--- src/rtl/atm_pkg.sv ---
// Shared types and helpers for the ATM session controller.
//   state_e     : 4-bit state code, also driven out on state_o
//   btn_e       : one-hot button pulses reduced to a single priority-decoded event
//   LED_*       : fixed status LED patterns
//   decode_btn  : back > alt > ok priority reduction
//   led_pattern : LED image for a state, given the number of failed PIN tries
package atm_pkg;

    typedef enum logic [3:0] {
        ST_IDLE       = 4'd0,
        ST_PIN_ENTRY  = 4'd1,
        ST_LOCK       = 4'd2,
        ST_MENU       = 4'd3,
        ST_MONEY      = 4'd4,
        ST_WARNING    = 4'd5,
        ST_CHG_VERIFY = 4'd6,
        ST_CHG_NEW    = 4'd7
    } state_e;

    typedef enum logic [1:0] {
        BTN_NONE = 2'd0,
        BTN_OK   = 2'd1,
        BTN_ALT  = 2'd2,
        BTN_BACK = 2'd3
    } btn_e;

    localparam logic [7:0] LED_IDLE     = 8'h01;
    localparam logic [7:0] LED_ALERT    = 8'hFF;
    localparam logic [7:0] LED_MENU     = 8'h10;
    localparam logic [7:0] LED_MONEY    = 8'h02;
    localparam logic [7:0] LED_CHG_NEW  = 8'h08;
    localparam logic [7:0] LED_PIN_BASE = 8'h80;
    localparam logic [7:0] LED_CHG_BASE = 8'h04;

    function automatic btn_e decode_btn(input logic ok, input logic alt, input logic back);
        if (back)
            return BTN_BACK;
        else if (alt)
            return BTN_ALT;
        else if (ok)
            return BTN_OK;
        else
            return BTN_NONE;
    endfunction

    // The low two bits of the thermometer already saturate at 2'b11 once
    // two or more tries have failed, which gives the capped CHG_VERIFY view.
    function automatic logic [7:0] led_pattern(input state_e s, input logic [2:0] failed);
        logic [6:0] therm;
        therm = 7'((8'd1 << failed) - 8'd1);
        case (s)
            ST_IDLE:       return LED_IDLE;
            ST_PIN_ENTRY:  return LED_PIN_BASE | {1'b0, therm};
            ST_LOCK:       return LED_ALERT;
            ST_MENU:       return LED_MENU;
            ST_MONEY:      return LED_MONEY;
            ST_WARNING:    return LED_ALERT;
            ST_CHG_VERIFY: return LED_CHG_BASE | {6'b0, therm[1:0]};
            ST_CHG_NEW:    return LED_CHG_NEW;
            default:       return LED_IDLE;
        endcase
    endfunction

endpackage

--- src/rtl/atm_timer.sv ---
// Loadable down-counter used for the LOCK/WARNING dwell and for inactivity.
//   clk, rst_n : clock and synchronous active-low reset (count returns to 0)
//   load       : capture value (has priority over en)
//   value      : reload value
//   en         : decrement by one
//   done       : count is zero
module atm_timer #(
    parameter int W = 8
) (
    input  logic         clk,
    input  logic         rst_n,
    input  logic         load,
    input  logic [W-1:0] value,
    input  logic         en,
    output logic         done
);

    logic [W-1:0] count;

    always_ff @(posedge clk) begin
        if (!rst_n)
            count <= '0;
        else if (load)
            count <= value;
        else if (en)
            count <= count - 1'b1;
    end

    assign done = (count == '0);

endmodule

--- src/rtl/atm_ctrl_gen2.sv ---
// ATM session controller: PIN entry with limited attempts, timed lockout,
// menu, deposit/withdraw with saturation, PIN change and inactivity logout.
//   clk, rst_n               : clock, synchronous active-low reset
//   btn_ok/btn_alt/btn_back  : one-cycle debounced button pulses
//   sw                       : PIN digits or transaction amount
//   state_o                  : current state code (atm_pkg::state_e)
//   tries_left               : PIN attempts remaining in the current entry phase
//   balance_o                : current balance
//   led                      : status LEDs, registered
//   sat_o                    : sticky deposit-saturation flag
module atm_ctrl_gen2
    import atm_pkg::*;
#(
    parameter int PIN_W       = 4,
    parameter int BAL_W       = 16,
    parameter int MAX_TRIES   = 3,
    parameter int LOCK_CYC    = 100,
    parameter int WARN_CYC    = 50,
    parameter int IDLE_TO_CYC = 0,
    parameter int DEFAULT_PIN = 0
) (
    input  logic             clk,
    input  logic             rst_n,
    input  logic             btn_ok,
    input  logic             btn_alt,
    input  logic             btn_back,
    input  logic [PIN_W-1:0] sw,
    output logic [3:0]       state_o,
    output logic [2:0]       tries_left,
    output logic [BAL_W-1:0] balance_o,
    output logic [7:0]       led,
    output logic             sat_o
);

    localparam int  TMAX    = (LOCK_CYC > WARN_CYC) ? LOCK_CYC : WARN_CYC;
    localparam int  TW      = $clog2(TMAX + 1);
    localparam int  IW      = $clog2(IDLE_TO_CYC + 2);
    localparam bit  IDLE_EN = (IDLE_TO_CYC != 0);

    state_e           state;
    btn_e             btn;
    logic [PIN_W-1:0] pin;
    logic [BAL_W-1:0] balance;
    logic [BAL_W-1:0] sw_ext;
    logic [BAL_W:0]   dep_sum;
    logic [2:0]       failed;
    logic             active;
    logic             seq_load, seq_en, seq_done;
    logic [TW-1:0]    seq_val;
    logic             idle_load, idle_en, idle_done, idle_timeout;
    logic [IW-1:0]    idle_val;

    assign btn     = decode_btn(btn_ok, btn_alt, btn_back);
    assign sw_ext  = BAL_W'(sw);
    assign dep_sum = {1'b0, balance} + {1'b0, sw_ext};
    assign failed  = 3'(MAX_TRIES) - tries_left;
    assign active  = state inside {ST_PIN_ENTRY, ST_MENU, ST_MONEY, ST_CHG_VERIFY, ST_CHG_NEW};

    // The dwell timer is reloaded every cycle outside LOCK/WARNING, so it
    // already holds the right count on the edge that enters either state.
    // WARNING is only reachable from MONEY; LOCK from the PIN states.
    assign seq_load = !(state == ST_LOCK || state == ST_WARNING);
    assign seq_en   = !seq_load && !seq_done;
    assign seq_val  = (state == ST_MONEY) ? TW'(WARN_CYC - 1) : TW'(LOCK_CYC - 1);

    atm_timer #(.W(TW)) u_seq_timer (
        .clk   (clk),
        .rst_n (rst_n),
        .load  (seq_load),
        .value (seq_val),
        .en    (seq_en),
        .done  (seq_done)
    );

    // Inactivity: reloaded by any button or while in a non-timed state; the
    // timeout only fires on a button-free cycle so a button always wins.
    assign idle_load    = !active || (btn != BTN_NONE);
    assign idle_en      = !idle_load && !idle_done;
    assign idle_val     = IW'(IDLE_EN ? IDLE_TO_CYC - 1 : 0);
    assign idle_timeout = IDLE_EN && !idle_load && idle_done;

    atm_timer #(.W(IW)) u_idle_timer (
        .clk   (clk),
        .rst_n (rst_n),
        .load  (idle_load),
        .value (idle_val),
        .en    (idle_en),
        .done  (idle_done)
    );

    // Session FSM with its datapath; led is updated alongside every state or
    // tries change so it is a pure register.
    always_ff @(posedge clk) begin
        if (!rst_n) begin
            state      <= ST_IDLE;
            pin        <= PIN_W'(DEFAULT_PIN);
            balance    <= '0;
            tries_left <= 3'(MAX_TRIES);
            sat_o      <= 1'b0;
            led        <= LED_IDLE;
        end else if (idle_timeout) begin
            state <= ST_IDLE;
            led   <= LED_IDLE;
        end else begin
            case (state)
                ST_IDLE: begin
                    if (btn == BTN_OK) begin
                        state      <= ST_PIN_ENTRY;
                        tries_left <= 3'(MAX_TRIES);
                        led        <= led_pattern(ST_PIN_ENTRY, 3'd0);
                    end
                end
                ST_PIN_ENTRY: begin
                    if (btn == BTN_BACK) begin
                        state <= ST_IDLE;
                        led   <= LED_IDLE;
                    end else if (btn == BTN_OK) begin
                        if (sw == pin) begin
                            state <= ST_MENU;
                            led   <= LED_MENU;
                        end else if (tries_left == 3'd1) begin
                            state <= ST_LOCK;
                            led   <= LED_ALERT;
                        end else begin
                            tries_left <= tries_left - 3'd1;
                            led        <= led_pattern(ST_PIN_ENTRY, failed + 3'd1);
                        end
                    end
                end
                ST_LOCK: begin
                    if (seq_done) begin
                        state <= ST_IDLE;
                        led   <= LED_IDLE;
                    end
                end
                ST_MENU: begin
                    if (btn == BTN_BACK) begin
                        state <= ST_IDLE;
                        led   <= LED_IDLE;
                    end else if (btn == BTN_ALT) begin
                        state      <= ST_CHG_VERIFY;
                        tries_left <= 3'(MAX_TRIES);
                        led        <= led_pattern(ST_CHG_VERIFY, 3'd0);
                    end else if (btn == BTN_OK) begin
                        state <= ST_MONEY;
                        led   <= LED_MONEY;
                    end
                end
                ST_MONEY: begin
                    if (btn == BTN_BACK) begin
                        state <= ST_MENU;
                        led   <= LED_MENU;
                    end else if (btn == BTN_ALT) begin
                        if (sw_ext <= balance) begin
                            balance <= balance - sw_ext;
                            sat_o   <= 1'b0;
                        end else begin
                            state <= ST_WARNING;
                            led   <= LED_ALERT;
                        end
                    end else if (btn == BTN_OK) begin
                        if (dep_sum[BAL_W]) begin
                            balance <= '1;
                            sat_o   <= 1'b1;
                        end else begin
                            balance <= dep_sum[BAL_W-1:0];
                        end
                    end
                end
                ST_WARNING: begin
                    if (seq_done) begin
                        state <= ST_MONEY;
                        led   <= LED_MONEY;
                    end
                end
                ST_CHG_VERIFY: begin
                    if (btn == BTN_BACK) begin
                        state <= ST_MENU;
                        led   <= LED_MENU;
                    end else if (btn == BTN_OK) begin
                        if (sw == pin) begin
                            state <= ST_CHG_NEW;
                            led   <= LED_CHG_NEW;
                        end else if (tries_left == 3'd1) begin
                            state <= ST_LOCK;
                            led   <= LED_ALERT;
                        end else begin
                            tries_left <= tries_left - 3'd1;
                            led        <= led_pattern(ST_CHG_VERIFY, failed + 3'd1);
                        end
                    end
                end
                ST_CHG_NEW: begin
                    if (btn == BTN_BACK) begin
                        state <= ST_MENU;
                        led   <= LED_MENU;
                    end else if (btn == BTN_OK) begin
                        pin   <= sw;
                        state <= ST_MENU;
                        led   <= LED_MENU;
                    end
                end
                default: begin
                    state <= ST_IDLE;
                    led   <= LED_IDLE;
                end
            endcase
        end
    end

    assign state_o   = state;
    assign balance_o = balance;

endmodule
--- config.mk ---
export PLATFORM = sky130hd
export DESIGN_NAME = atm_ctrl_gen2
export DESIGN_NICKNAME = d
export VERILOG_FILES = /design/src/rtl/atm_pkg.sv /design/src/rtl/atm_timer.sv /design/src/rtl/atm_ctrl_gen2.sv
export SDC_FILE = /design/constraint.sdc
export NUM_CORES = 1
export LEC_CHECK = 0
export ABC_AREA = 1
export CAP_MARGIN = 20
export CORE_MARGIN = 2
export CORE_UTILIZATION = 55
export CTS_BUF_LIST = sky130_fd_sc_hd__clkbuf_16
export DETAILED_ROUTE_END_ITERATION = 10
export PLACE_DENSITY = 0.81
export SLEW_MARGIN = 10
export SYNTH_ARGS = -nofsm -noshare
export SYNTH_HDL_FRONTEND = slang
export SYNTH_SLANG_ARGS = --single-unit
--- constraint.sdc ---
create_clock -name clk -period 2.35 [get_ports clk]
set_input_delay 0.235 -clock clk [delete_from_list [all_inputs] [get_ports clk]]
set_output_delay 0.235 -clock clk [all_outputs]
set_load 0.005 [all_outputs]
==> results of run 1 <==
[cell usage in the layout, fill, tap and decap left out, drive strengths merged, types with 2 or more instances in the layout]
master / instances
nor2: 94
buf: 40
clkbuf: 5
a21oi: 47
nand2: 195
and2: 2
ha: 21
nor3: 5
nand4: 12
clkdlybuf4s50: 40
dfxtp: 43
inv: 75
nand3: 61
fa: 2
xor2: 8
o21ai: 31
[power by group]
group          switching (mW)  internal [mW]  total (mW)
logic                   0.203          0.141       0.344
clock network           0.340          0.407       0.747
registers              0.0168          0.744       0.761
[cells in the mapped netlist, drive strengths merged]
cell	instances
ha	21
dfxtp	43
inv	72
nand4	12
nand2	195
fa	2
nand3b	1
nor2	94
nor3	5
a21oi	47
clkbuf	6
and2	2
nand3	61
a31oi	1
or2	1
o211a	1
xor2	8
buf	10
conb	1
o21ai	31
o21a	1
[metrics by stage]
stage / power (mW) / hold WS (ns)
3_3_place_gp: 1.108 / 0.4432
2_1_floorplan: 0.9883 / 0.3995
6_report: 1.852 / 0.4606
3_5_place_dp: 1.113 / 0.4487
4_1_cts: 1.858 / 0.4602
5_1_grt: 1.937 / 0.4902
[logic make-up (layout without fill, tap and decap cells)]
logic type	count (synthesis)	in the layout	synth area share (%)
buffers and inverters	88	160	10.26
other	1	1	0.1032
AND/OR/NAND/NOR	371	371	44.20
AO/OA/AOI/OAI	81	81	11.50
flip-flops	43	43	23.68
XOR/XNOR	8	8	1.928
adder cells (fa/ha/maj)	23	23	8.330
[worst max-delay path: cells and delay by family]
family	cells	cell delay, ns
and+or+nand+nor	6	0.79
buffers and inverters	3	0.58
adders and majority gates	2	0.41
AOI/OAI and AO/OA	2	0.38
[registers in the layout (all words and copies together) (netlist names)]
signal             cells
balance_o             16
led                    8
pin                    4
sat_o                  1
state_o                4
tries_left             3
u_seq_timer.count      7
[timing repair]
item                       4_1_cts  5_1_grt
setup endpoints to repair        0       14
hold buffers                     0        0
resized for setup                0        6
setup buffers                    0        1
[cell type report]
| cell class | count | area, um2 |
|---|---|---|
| Clock buffer | 5 | 125.1 |
| Fill cell | 576 | 1893 |
| Timing Repair Buffer | 80 | 700.7 |
| Multi-Input combinational cell | 484 | 2411 |
| Clock inverter | 3 | 26.28 |
| Tap cell | 77 | 96.34 |
| Sequential cell | 43 | 863.3 |
| Inverter | 72 | 270.3 |
[layer usage]
layer  vias up  global-route usage [%]  part of all wire [%]
met5         -                       0                     0
met2       167                   51.99                    49
li1       2097                       -                     -
met1      1845                   34.78                    41
met4         0                   12.84                   3.8
met3        40                   4.086                   6.7
[worst max-delay path by stage]
stage | slack (ns) | from | endpoint | cells after the start
after floorplan | 0.39 | balance_o[0] | sat_o | 10
final | 0.14 | sw[0] | balance_o[10] | 13
after global routing | -0.007 | sw[0] | balance_o[15] | 13
after global placement | -0.18 | sw[0] | balance_o[9] | 13
after CTS | 0.02 | sw[0] | balance_o[9] | 13
after detailed placement | -0.25 | sw[0] | balance_o[9] | 13
==> flow_summary.toml, run 1 <==
[outcome]
status = "finished, final reports clean"

[die]
top_level_ports = 41
dieWidth_um = 85.30
placeableCoreArea_um2 = 6386
die_height_um = 85.30
initial_core_util_pct = 56.92
floorplan.rows = 29
fp.dieArea_um2 = 7275

[logic_synthesis]
synth.yosys.warnings = 0
ys_seq_area_share_pct = 23.68
synth.avg_cell_area_um2 = 5.910
synthCells = 615
netlist_top_cells_area = "dfxtp_1, nand2_1, nor2_1"
area_share_of_the_largest_cell_type_after_synthesis_pct = 23.68
yosys_register_bits = 43
synth_nets = 647
synth_largest_area_cell = "dfxtp_1"
netlist-cell-type-count = 32
mappedNetlistArea_um2 = 3635

[cts]
max-clock-path-buffers = 2
cts.reportedPaths.clkPinSlew_ns = 0.07
cts_tree = "built"
tritoncts.num_buffers = 5
clock-root-buffer = "clkbuf_16"
tritoncts_num_sinks = 43
worstSkewPairLatency_ns = 0.29
htree_levels = 2

[detailed_routing]
num_vias = 4149
dr.pass1.iters = 6
wl_per_cell_um = 13.54
detailedRoute.firstIterationViolations = 346
totalWireLength_mm = 10.34
detail_route_antenna_nets = 0
drc = 0
via_per_inst = 5.431

[hold_path]
hp-start = "u_seq_timer.count[0]"
worstHoldPathType = "flip-flop to flip-flop"
hold_path_end = "u_seq_timer.count[0]"
whs_path_depth = 1

[grt]
grt_pass1_vias = 3968
grtUsageTotal_pct = 29.23
antenna_found_initial = 0
grt_overflow_total = 0
grt_first_pass_wirelength_mm = 17.43
grt_start_max_net_pins = 23

[placed_design]
quantity_of_i_o_buffers_inserted_on_ports = 40
placed_cells = 755
place_area_um2 = 4322
pre_cts_ws_ns = -0.2465
routabilityCongestion = 0.9587
dp_hpwl_mm = 7.866

[sta]
totalNegativeSetupSlack_ns = 0
finalHoldViolCount = 0
worst_pin_slew_ns = 0.8558
fmax_mhz = 452.5
timing.max_slew.rel_slack_pct = 42.88
setup_slack_ns = 0.1401
slew_violations = 0
fin_skew_ns = 0.005051
min_period_ns = 2.210
layout_worst_path_cycle_share_pct = 94.04
finalSetupViolations = 0

[critical_path]
slowest_stage = "clkdlybuf4s50_1"
arrival_ns = 2.40
timing.critical_path.to_type = "flip-flop"
setup.reg_to_reg.worst_slack_ns = 0.23
start_kind = "input port"
list_of_cells_traversed_by_the_critical_path = "clkdlybuf4s50_1 -> ha_1 -> inv_1 -> fa_1 -> inv_1 -> nand3_1 -> nand2_2 -> nand2_1 -> nor2_1 -> nor2_2 -> o21ai_0 -> a21oi_1 -> nor2_1"
path_max_fanout = 9
rr_startpoint = "balance_o[0]"
r2r-end = "balance_o[8]"
timing.setup.critical_path_class = "input port to flip-flop"
cp_slowest_stage_delay_ns = 0.45
rr_worst_depth = 11
critPathRequiredTime_ns = 2.54

[final_layout]
fin_util_pct = 70.36
antennaDiodeCount = 0
layout-drive-gt1-share_pct = 11.35
instances_no_fill = 764
area_growth_pct = 23.61
final_area_um2 = 4493
nNetsFinal = 718

[flow_run]
max-cap-violations = 0

[power_and_ir_drop]
power_per_cell_area_nw_per_um2 = 412.2
peakVddDrop_mv = 0.3665
p_leak_nw = 2.208
No activity file was read; power rests on OpenSTA's default activity.
==> run 2, diff against run 1 <==
--- a/config.mk
+++ b/config.mk
@@ -12,6 +12,7 @@
 export CTS_BUF_LIST = sky130_fd_sc_hd__clkbuf_16
 export DETAILED_ROUTE_END_ITERATION = 10
 export PLACE_DENSITY = 0.81
+export RECOVER_POWER = 50
 export SLEW_MARGIN = 10
 export SYNTH_ARGS = -nofsm -noshare
 export SYNTH_HDL_FRONTEND = slang
==> flow_summary.toml, run 2 (synthesized netlist as in run 1, its figures left out) <==
[power_and_ir_drop]
net_sw_share_pct = 30.27
switching_power_uw = 559.5
combPwrFrac_pct = 18.4
power_per_cell_area_nw_per_um2 = 411.8
p_leak_nw = 2.294
peakVddDrop_mv = 0.3633
clockPowerShare_pct = 40.4
cell_internal_power_dissipation_mw = 1.289
design_power_total_mw = 1.848
power.share.sequential_pct = 41.1

[cts]
worstSkewPairLatency_ns = 0.29
clock-root-buffer = "clkbuf_16"
cts.reportedPaths.clkPinSlew_ns = 0.07
tritoncts.num_buffers = 5
tritoncts_num_sinks = 43
htree_levels = 2
max-clock-path-buffers = 2
cts-hold-fix-buffers = 0
cts_tree = "built"

[critical_path]
setup.reg_to_reg.worst_slack_ns = 0.23
arrival_ns = 2.40
list_of_cells_traversed_by_the_critical_path = "clkdlybuf4s50_1 -> ha_1 -> inv_1 -> fa_1 -> inv_1 -> nand3_1 -> nand2_2 -> nand2_1 -> nor2_1 -> nor2_2 -> o21ai_0 -> a21oi_1 -> nor2_1"
start_kind = "input port"
r2r-end = "balance_o[8]"
rr_worst_depth = 11
critPathBufInv = 3
timing.setup.critical_path_class = "input port to flip-flop"
path_max_fanout = 9
critPathRequiredTime_ns = 2.54
slowest_stage = "clkdlybuf4s50_1"
cp_slowest_stage_delay_ns = 0.45
rr_startpoint = "balance_o[0]"
timing.critical_path.to_type = "flip-flop"
cp_top_family = "simple AND/OR/NAND/NOR gates"

[grt]
grt_start_max_net_pins = 23
grt_first_pass_wirelength_mm = 17.43
grt.met2_usage_pct = 51.99
grt_use_met3_pct = 4.086
grtUsageTotal_pct = 29.23
grt-busiest-layer = "met2"
grt_overflow_total = 0
groute.layer.met1.usage_pct = 34.78
antenna_found_initial = 0
grt_pass1_vias = 3968

[die]
initial_core_util_pct = 56.92
fp.dieArea_um2 = 7275
dieWidth_um = 85.30
die_height_um = 85.30
top_level_ports = 41
placeableCoreArea_um2 = 6386
floorplan.rows = 29

[hold_path]
whs_path_depth = 1
hp-start = "u_seq_timer.count[0]"
hold_path_end = "u_seq_timer.count[0]"
worstHoldPathType = "flip-flop to flip-flop"

[placed_design]
dp_hpwl_mm = 7.866
place_area_um2 = 4322
quantity_of_i_o_buffers_inserted_on_ports = 40
routabilityCongestion = 0.9587
pre_cts_ws_ns = -0.2465

[sta]
finalHoldViolCount = 0
layout_worst_path_cycle_share_pct = 93.74
fmax_mhz = 453.9
finalSetupViolations = 0
fin_skew_ns = 0.006879
timing.max_slew.rel_slack_pct = 43.87
setup_slack_ns = 0.1471
min_period_ns = 2.203
worst_pin_slew_ns = 0.8410
slew_violations = 0

[final_layout]
antennaDiodeCount = 0
layout-drive-gt1-share_pct = 10.92
area.sequential_um2 = 863.3
most_frequent_cells_in_the_layout = "nand2_1, nor2_1, inv_1, nand3_1, a21oi_1"
mostFrequentLayoutCell = "nand2_1"
multiInputGateArea_um2 = 2406
largest_register_ff_count = 16
final_area_um2 = 4488
fin_util_pct = 70.28
area_growth_pct = 23.48
nNetsFinal = 718
fillCellCount = 576

[detailed_routing]
detailedRoute.firstIterationViolations = 367
detail_route_antenna_nets = 0
via_per_inst = 5.395
totalWireLength_mm = 10.38
wl_per_cell_um = 13.59
num_vias = 4122
drc = 0
dr.pass1.iters = 5

[flow_run]
max-cap-violations = 0

[outcome]
status = "finished, final reports clean"
-- run 2: cell types whose count changed in the layout (fill, tap and decap cells not counted), sizes merged --
cell           delta
dlygate4sd3      +27
clkdlybuf4s50    -27
-- run 2: per-layer routing --
metal,vias up,routed length (um)
li1,2098,-
met1,1828,4387
met2,164,5007
met3,32,628
met4,0,359
met5,-,0
-- run 2: worst reg2reg max path: stages, from the launching register on --
cell	delay (ns)
dfxtp_1	0.35
inv_1	0.08
ha_1	0.22
fa_1	0.44
nor2_2	0.20
nor2_4	0.06
nand4_4	0.12
nand3_4	0.10
inv_2	0.23
nand3_1	0.11
nand2_1	0.07
nor2_1	0.04
-- run 2: per-stage QoR --
stage          hold WS [ns]   TNS (ns)  std cells
2_1_floorplan        0.3995          0        615
6_report             0.4605          0        764
4_1_cts              0.4602          0        763
3_3_place_gp         0.4432     -1.835        755
3_5_place_dp         0.4487     -3.593        755
5_1_grt              0.4876  -0.006560        764
-- run 2: power groups by stage --
stage          Sequential, mW  Clock [mW]  Combinational, mW
2_1_floorplan           0.774           0              0.215
3_3_place_gp            0.776           0              0.332
3_5_place_dp            0.776           0              0.337
4_1_cts                 0.759       0.759              0.339
5_1_grt                 0.761       0.790              0.382
6_report                0.760       0.747              0.341
-- run 2: layout make-up --
class / instances / area share (%)
inverter: 72 / 6.022
multi-input combinational: 484 / 53.61
timing repair buffer: 80 / 15.61
clock buffer: 5 / 2.788
tap: 77 / 2.147
sequential: 43 / 19.24
clock inverter: 3 / 0.5854
-- run 2: worst max-delay path by stage --
stage	start	end	slack, ns	cells after the start
6_report	sw[0]	balance_o[10]	0.15	13
5_1_grt	sw[0]	balance_o[15]	-0.007	13
4_1_cts	sw[0]	balance_o[9]	0.02	13
3_5_place_dp	sw[0]	balance_o[9]	-0.25	13
3_3_place_gp	sw[0]	balance_o[9]	-0.18	13
2_1_floorplan	balance_o[0]	sat_o	0.39	10
-- run 2: timing repair --
item / CTS / global route
resized for setup: 0 / 6
endpoints found under the hold margin: 0 / 0
setup endpoints to repair: 0 / 14
setup buffers: 0 / 1
==> run 3, diff against run 2 <==
--- a/config.mk
+++ b/config.mk
@@ -10,9 +10,11 @@
 export CORE_MARGIN = 2
 export CORE_UTILIZATION = 55
 export CTS_BUF_LIST = sky130_fd_sc_hd__clkbuf_16
+export CTS_CLUSTER_DIAMETER = 120
 export DETAILED_ROUTE_END_ITERATION = 10
 export PLACE_DENSITY = 0.81
 export RECOVER_POWER = 50
+export SKIP_CTS_REPAIR_TIMING = 1
 export SLEW_MARGIN = 10
 export SYNTH_ARGS = -nofsm -noshare
 export SYNTH_HDL_FRONTEND = slang
==> results of run 3 <==
The final DEF is identical to that of run 2; final timing and power are the same.
==> patch 1 (flow settings as in run 3) <==
Change the parameter `PIN_W` from 4 to 3.
--- a/src/rtl/atm_ctrl_gen2.sv
+++ b/src/rtl/atm_ctrl_gen2.sv
@@ -13,3 +13,3 @@
 #(
-    parameter int PIN_W       = 4,
+    parameter int PIN_W       = 3,
     parameter int BAL_W       = 16,
Ports: changed (resized sw); port bits go from 41 to 40. The function was not compared with the original's and may differ.
==> patch 1 against run 3 <==
- first-iteration DRC count down 31%
- total power shrank 5.9%
- synthesized cell count fell by 3.7%
- hold slack about the same
- sequential cell count fell by 1
- worst setup slack lost 0.037 ns
- synthesized area is 2.8% lower
- sequential power shrank 2%
- wire length fell by 6.1%
- register-to-register slack worse by 0.04 ns
- final area shrank 3.8%
- die area down 2.7%
- critical path type unchanged
- highest routed layer unchanged
==> patch 1: results (changes against run 3) <==
drive_above_1_share_pct: 9.80  # was 10.9%
grt_start_max_net_pins: 33  # was 23
hp-class: "flip-flop to flip-flop"  # unchanged
worstMarginPinSlew_ns: 0.638  # was 0.841 ns
cts_buffer_depth: 2  # unchanged
syn_nets: 621  # was 647
track_usage_pct: 28.2  # was 29.2%
numCtsBuffers: 5  # unchanged
synth_cell_types: 38  # was 32
n_antenna_cell: 0  # unchanged
path_clk_slew_ns: 0.06
status: "completed"  # unchanged
antenna_found_initial: 0  # unchanged
routed_via_density: 5.37  # was 5.40
skew_ns: 0.00835  # was 0.00688 ns
synth.yosys.seq_area_share_pct: 23.8  # was 23.7%
ys_async_sr_fraction_pct: 0  # unchanged
cts_root_buf: "clkbuf_16"  # unchanged
highest_layer: "met4"  # unchanged
m1WireLength_um: 4240  # was 4390 µm
portBuffers: 39  # was 40
p_leak_nw: 2.24  # was 2.29 nW
cts_htree_levels: 2  # unchanged
gp_congestion: 0.957  # was 0.959
arrival_ns: 2.41
largest_reg_flops: 16  # unchanged
first_pass_iters: 5  # unchanged
hp-start: "led[6]$_SDFFE_PN0P_"  # was u_seq_timer.count[0]$_SDFFE_PN0P_
ir_drop_mv: 0.297  # was 0.363 mV
num-nets-final: 681  # was 718
synth_commonest_cells: "nand2_1, inv_1, nor2_1"  # was nand2_1, nor2_1, inv_1
rr_startpoint: "balance_o[0]$_SDFFE_PN0P_"  # unchanged
insertion_delay_ns: 0.29  # about the same
wl_met2_um: 4680  # was 5010 µm
wl_per_cell_um: 13.4  # was 13.6 µm
crit_start: "sw[2]"  # was sw[0]
grt_pass1_wl_um: 16700  # was 17400 µm
worst-path-max-fanout: 8  # was 9
p_switching_w: 0.000497  # was 0.000560 W
yosys_warnings: 0  # unchanged
synthTopCellsByArea: "dfxtp_1, nand2_1, inv_1, nand3_1, ha_1"  # was dfxtp_1, nand2_1, nor2_1, nand3_1, ha_1
drt_iter0_markers: 254  # was 367
post-place-ws_ns: -0.211  # was -0.246 ns
dp_hpwl_um: 7330  # was 7870 µm
first_global_vias: 3772  # was 3968
wl_met3_um: 602  # was 628 µm
[patch 1: power groups by stage]
stage / Combinational [W] / Clock (W) / Sequential (W)
final: 0.000313 / 0.000683 / 0.000743
after global routing: 0.000352 / 0.000723 / 0.000745
after CTS: 0.000311 / 0.000695 / 0.000743
after detailed placement: 0.000307 / 0 / 0.000759
after global placement: 0.000302 / 0 / 0.000758
after floorplan: 0.000207 / 0 / 0.000754
[patch 1: worst max-delay path: stages]
cell and delay [ns]:
clkdlybuf4s50_1 0.47, inv_1 0.05, ha_1 0.43, o21bai_2 0.16, nand3_2 0.11, nor2_2 0.06, nor2_1 0.50, nand3_1 0.14
a21oi_1 0.18, nor2_1 0.06
[patch 1: layout make-up]
cell class	count	area, µm²
multi-input combinational	458	2300
fill	593	1960
sequential	42	841
timing repair buffer	70	652
inverter	75	282
clock buffer	5	125
tap	77	96.3
clock inverter	3	16.3
[patch 1: cell families (layout without fill, tap and decap cells)]
logic type | Yosys count | count (layout) | share of synthesized area, %
other | 1 | 1 | 0.106
and+or+nand+nor | 351 | 351 | 42.6
adders and majority gates | 21 | 21 | 7.86
buffers and inverters | 92 | 153 | 11.7
xor gates and xnor gates | 11 | 11 | 2.73
AOI/OAI and AO/OA | 74 | 74 | 11.3
DFF | 42 | 42 | 23.8
[patch 1: per-stage QoR]
| step | std cells | utilization (%) | instance area [µm²] |
|---|---|---|---|
| after global routing | 730 | 68.8 | 4320 |
| after detailed placement | 722 | 66.1 | 4150 |
| after CTS | 730 | 68.3 | 4290 |
| after global placement | 722 | 66.1 | 4150 |
| final | 730 | 68.8 | 4320 |
| after floorplan | 592 | - | 3530 |
[patch 1: final timing paths]
check	endpoint	depth (start not counted)	slack, ns
max	balance_o[2]$_SDFFE_PN0P_	10	0.11
max reg2reg	balance_o[14]$_SDFFE_PN0P_	10	0.19
min	led[6]$_SDFFE_PN0P_	2	0.46
min reg2reg	led[6]$_SDFFE_PN0P_	2	0.46
[patch 1: routing by layer]
layer / global-route usage, % / vias to the layer above
met3: 4.33 / 23
met4: 8.94 / 0
li1: - / 1990
met2: 49.9 / 152
met5: 0 / -
met1: 35.2 / 1753
==> patch 2 (flow settings as in run 3) <==
Without the edit above. Reset style: asynchronous (`rst_n`), changed in 2 clocked blocks. Comments in the files are not updated.
--- a/src/rtl/atm_timer.sv
+++ b/src/rtl/atm_timer.sv
@@ -19,3 +19,3 @@
 
-    always_ff @(posedge clk) begin
+    always_ff @(posedge clk or negedge rst_n) begin
         if (!rst_n)
--- a/src/rtl/atm_ctrl_gen2.sv
+++ b/src/rtl/atm_ctrl_gen2.sv
@@ -92,3 +92,3 @@
     // tries change so it is a pure register.
-    always_ff @(posedge clk) begin
+    always_ff @(posedge clk or negedge rst_n) begin
         if (!rst_n) begin
Check against the original RTL: differs if rst_n is asserted again (counterexample within 4 cycles, from zero or initial values and one cycle with rst_n low); with rst_n held inactive, the same outputs for 4 cycles.
==> patch 2 against run 3 <==
- sequential cell count stayed put
- synthesized area up 6.3%
- wire length down 2.3%
- worst setup slack improved by 0.064 ns
- critical path type unchanged
- critical endpoint is now balance_o[9]$_DFFE_PN0P_
- final area grew 6.3%
Power is not compared: it rests on default switching activity, and its combinational part moved more than twofold at a synthesized area within 25%.
==> patch 2: results (changes against run 3) <==
status: "completed"  # unchanged
wl_per_cell_um: 13.3  # was 13.6 µm
via_count: 4020  # was 4122
slew_headroom_pct: 18.3  # was 43.9%
drive_above_1_share_pct: 13.4  # was 10.9%
crit_path_max_incr_delay_ns: 0.51  # was 0.45 ns
clock_power_share_pct: 23.2
synth_mux_area_share_pct: 0.291  # was 0%
whs_path_depth: 2  # was 1
synth_xor_area_share_pct: 3.17  # was 1.93%
global_route.usage.met1_pct: 31.1  # was 34.8%
hp-start: "led[4]$_DFFE_PN0P_"  # was u_seq_timer.count[0]$_SDFFE_PN0P_
syn_nets: 618  # was 647
r2r-end: "balance_o[2]$_DFFE_PN0P_"  # was balance_o[8]$_SDFFE_PN0P_
dp_hpwl_um: 7940  # was 7870 µm
worst-path-max-fanout: 4  # was 9
ys_async_sr_fraction_pct: 100  # was 0%
grt_start_max_net_pins: 24  # was 23
fill_cells: 594  # was 576
crit_end: "balance_o[9]$_DFFE_PN0P_"  # was balance_o[10]$_SDFFE_PN0P_
num-nets-final: 696  # was 718
gp_congestion: 0.969  # was 0.959
drt_iter0_markers: 192  # was 367
m1WireLength_um: 4080  # was 4390 µm
synth_commonest_cells: "nand2_1, inv_1, nand3_1"  # was nand2_1, nor2_1, inv_1
synthAdderAreaFrac_pct: 7.84  # was 8.33%
synthTopCellsByArea: "dfrtp_1, nand2_1, nand3_1, ha_1, inv_1"  # was dfxtp_1, nand2_1, nor2_1, nand3_1, ha_1
holdWs_ns: 0.474  # was 0.461 ns
finalNonFillerCells: 761  # was 764
ff2ff_path_depth: 12  # was 11
synth.yosys.seq_area_share_pct: 27.9  # was 23.7%
grt.met3_usage_pct: 4.62  # was 4.09%
wl_met2_um: 5250  # was 5010 µm
wl_met3_um: 539  # was 628 µm
grt_pass1_wl_um: 17100  # was 17400 µm
synth_cell_types: 42  # was 32
rr_startpoint: "balance_o[0]$_DFFE_PN0P_"  # was balance_o[0]$_SDFFE_PN0P_
patch 2: cell count changes after synthesis, moves of 5 or more:
cell      change
nand3_1       +5
dfxtp_1      -43
a21oi_1      -33
nand2_1       +9
o211ai_1      +6
dfrtp_1      +40
nor2_1       -32
patch 2: through the flow:
step	util, %	cell area (µm²)	worst slack (ns)
after global routing	70.2	4770	0.0416
after floorplan	-	3860	0.336
after global placement	67.9	4620	-0.0296
final	70.2	4770	0.211
after CTS	70.3	4780	0.200
after detailed placement	67.9	4620	-0.0665
patch 2: cell families after synthesis:
kind of cell,count (synthesis)
other,1
xor gates and xnor gates,14
muxes,1
buffers and inverters,91
AOI/OAI and AO/OA,57
and+or+nand+nor,356
adders and majority gates,23
DFF,43
patch 2: layout make-up:
class	instances	area, µm²	area share (%)
timing repair buffer	85	753	15.8
multi-input combinational	452	2360	49.5
tap	96	120	2.52
clock buffer	5	125	2.62
clock inverter	3	38.8	0.813
inverter	77	292	6.11
sequential	43	1080	22.6
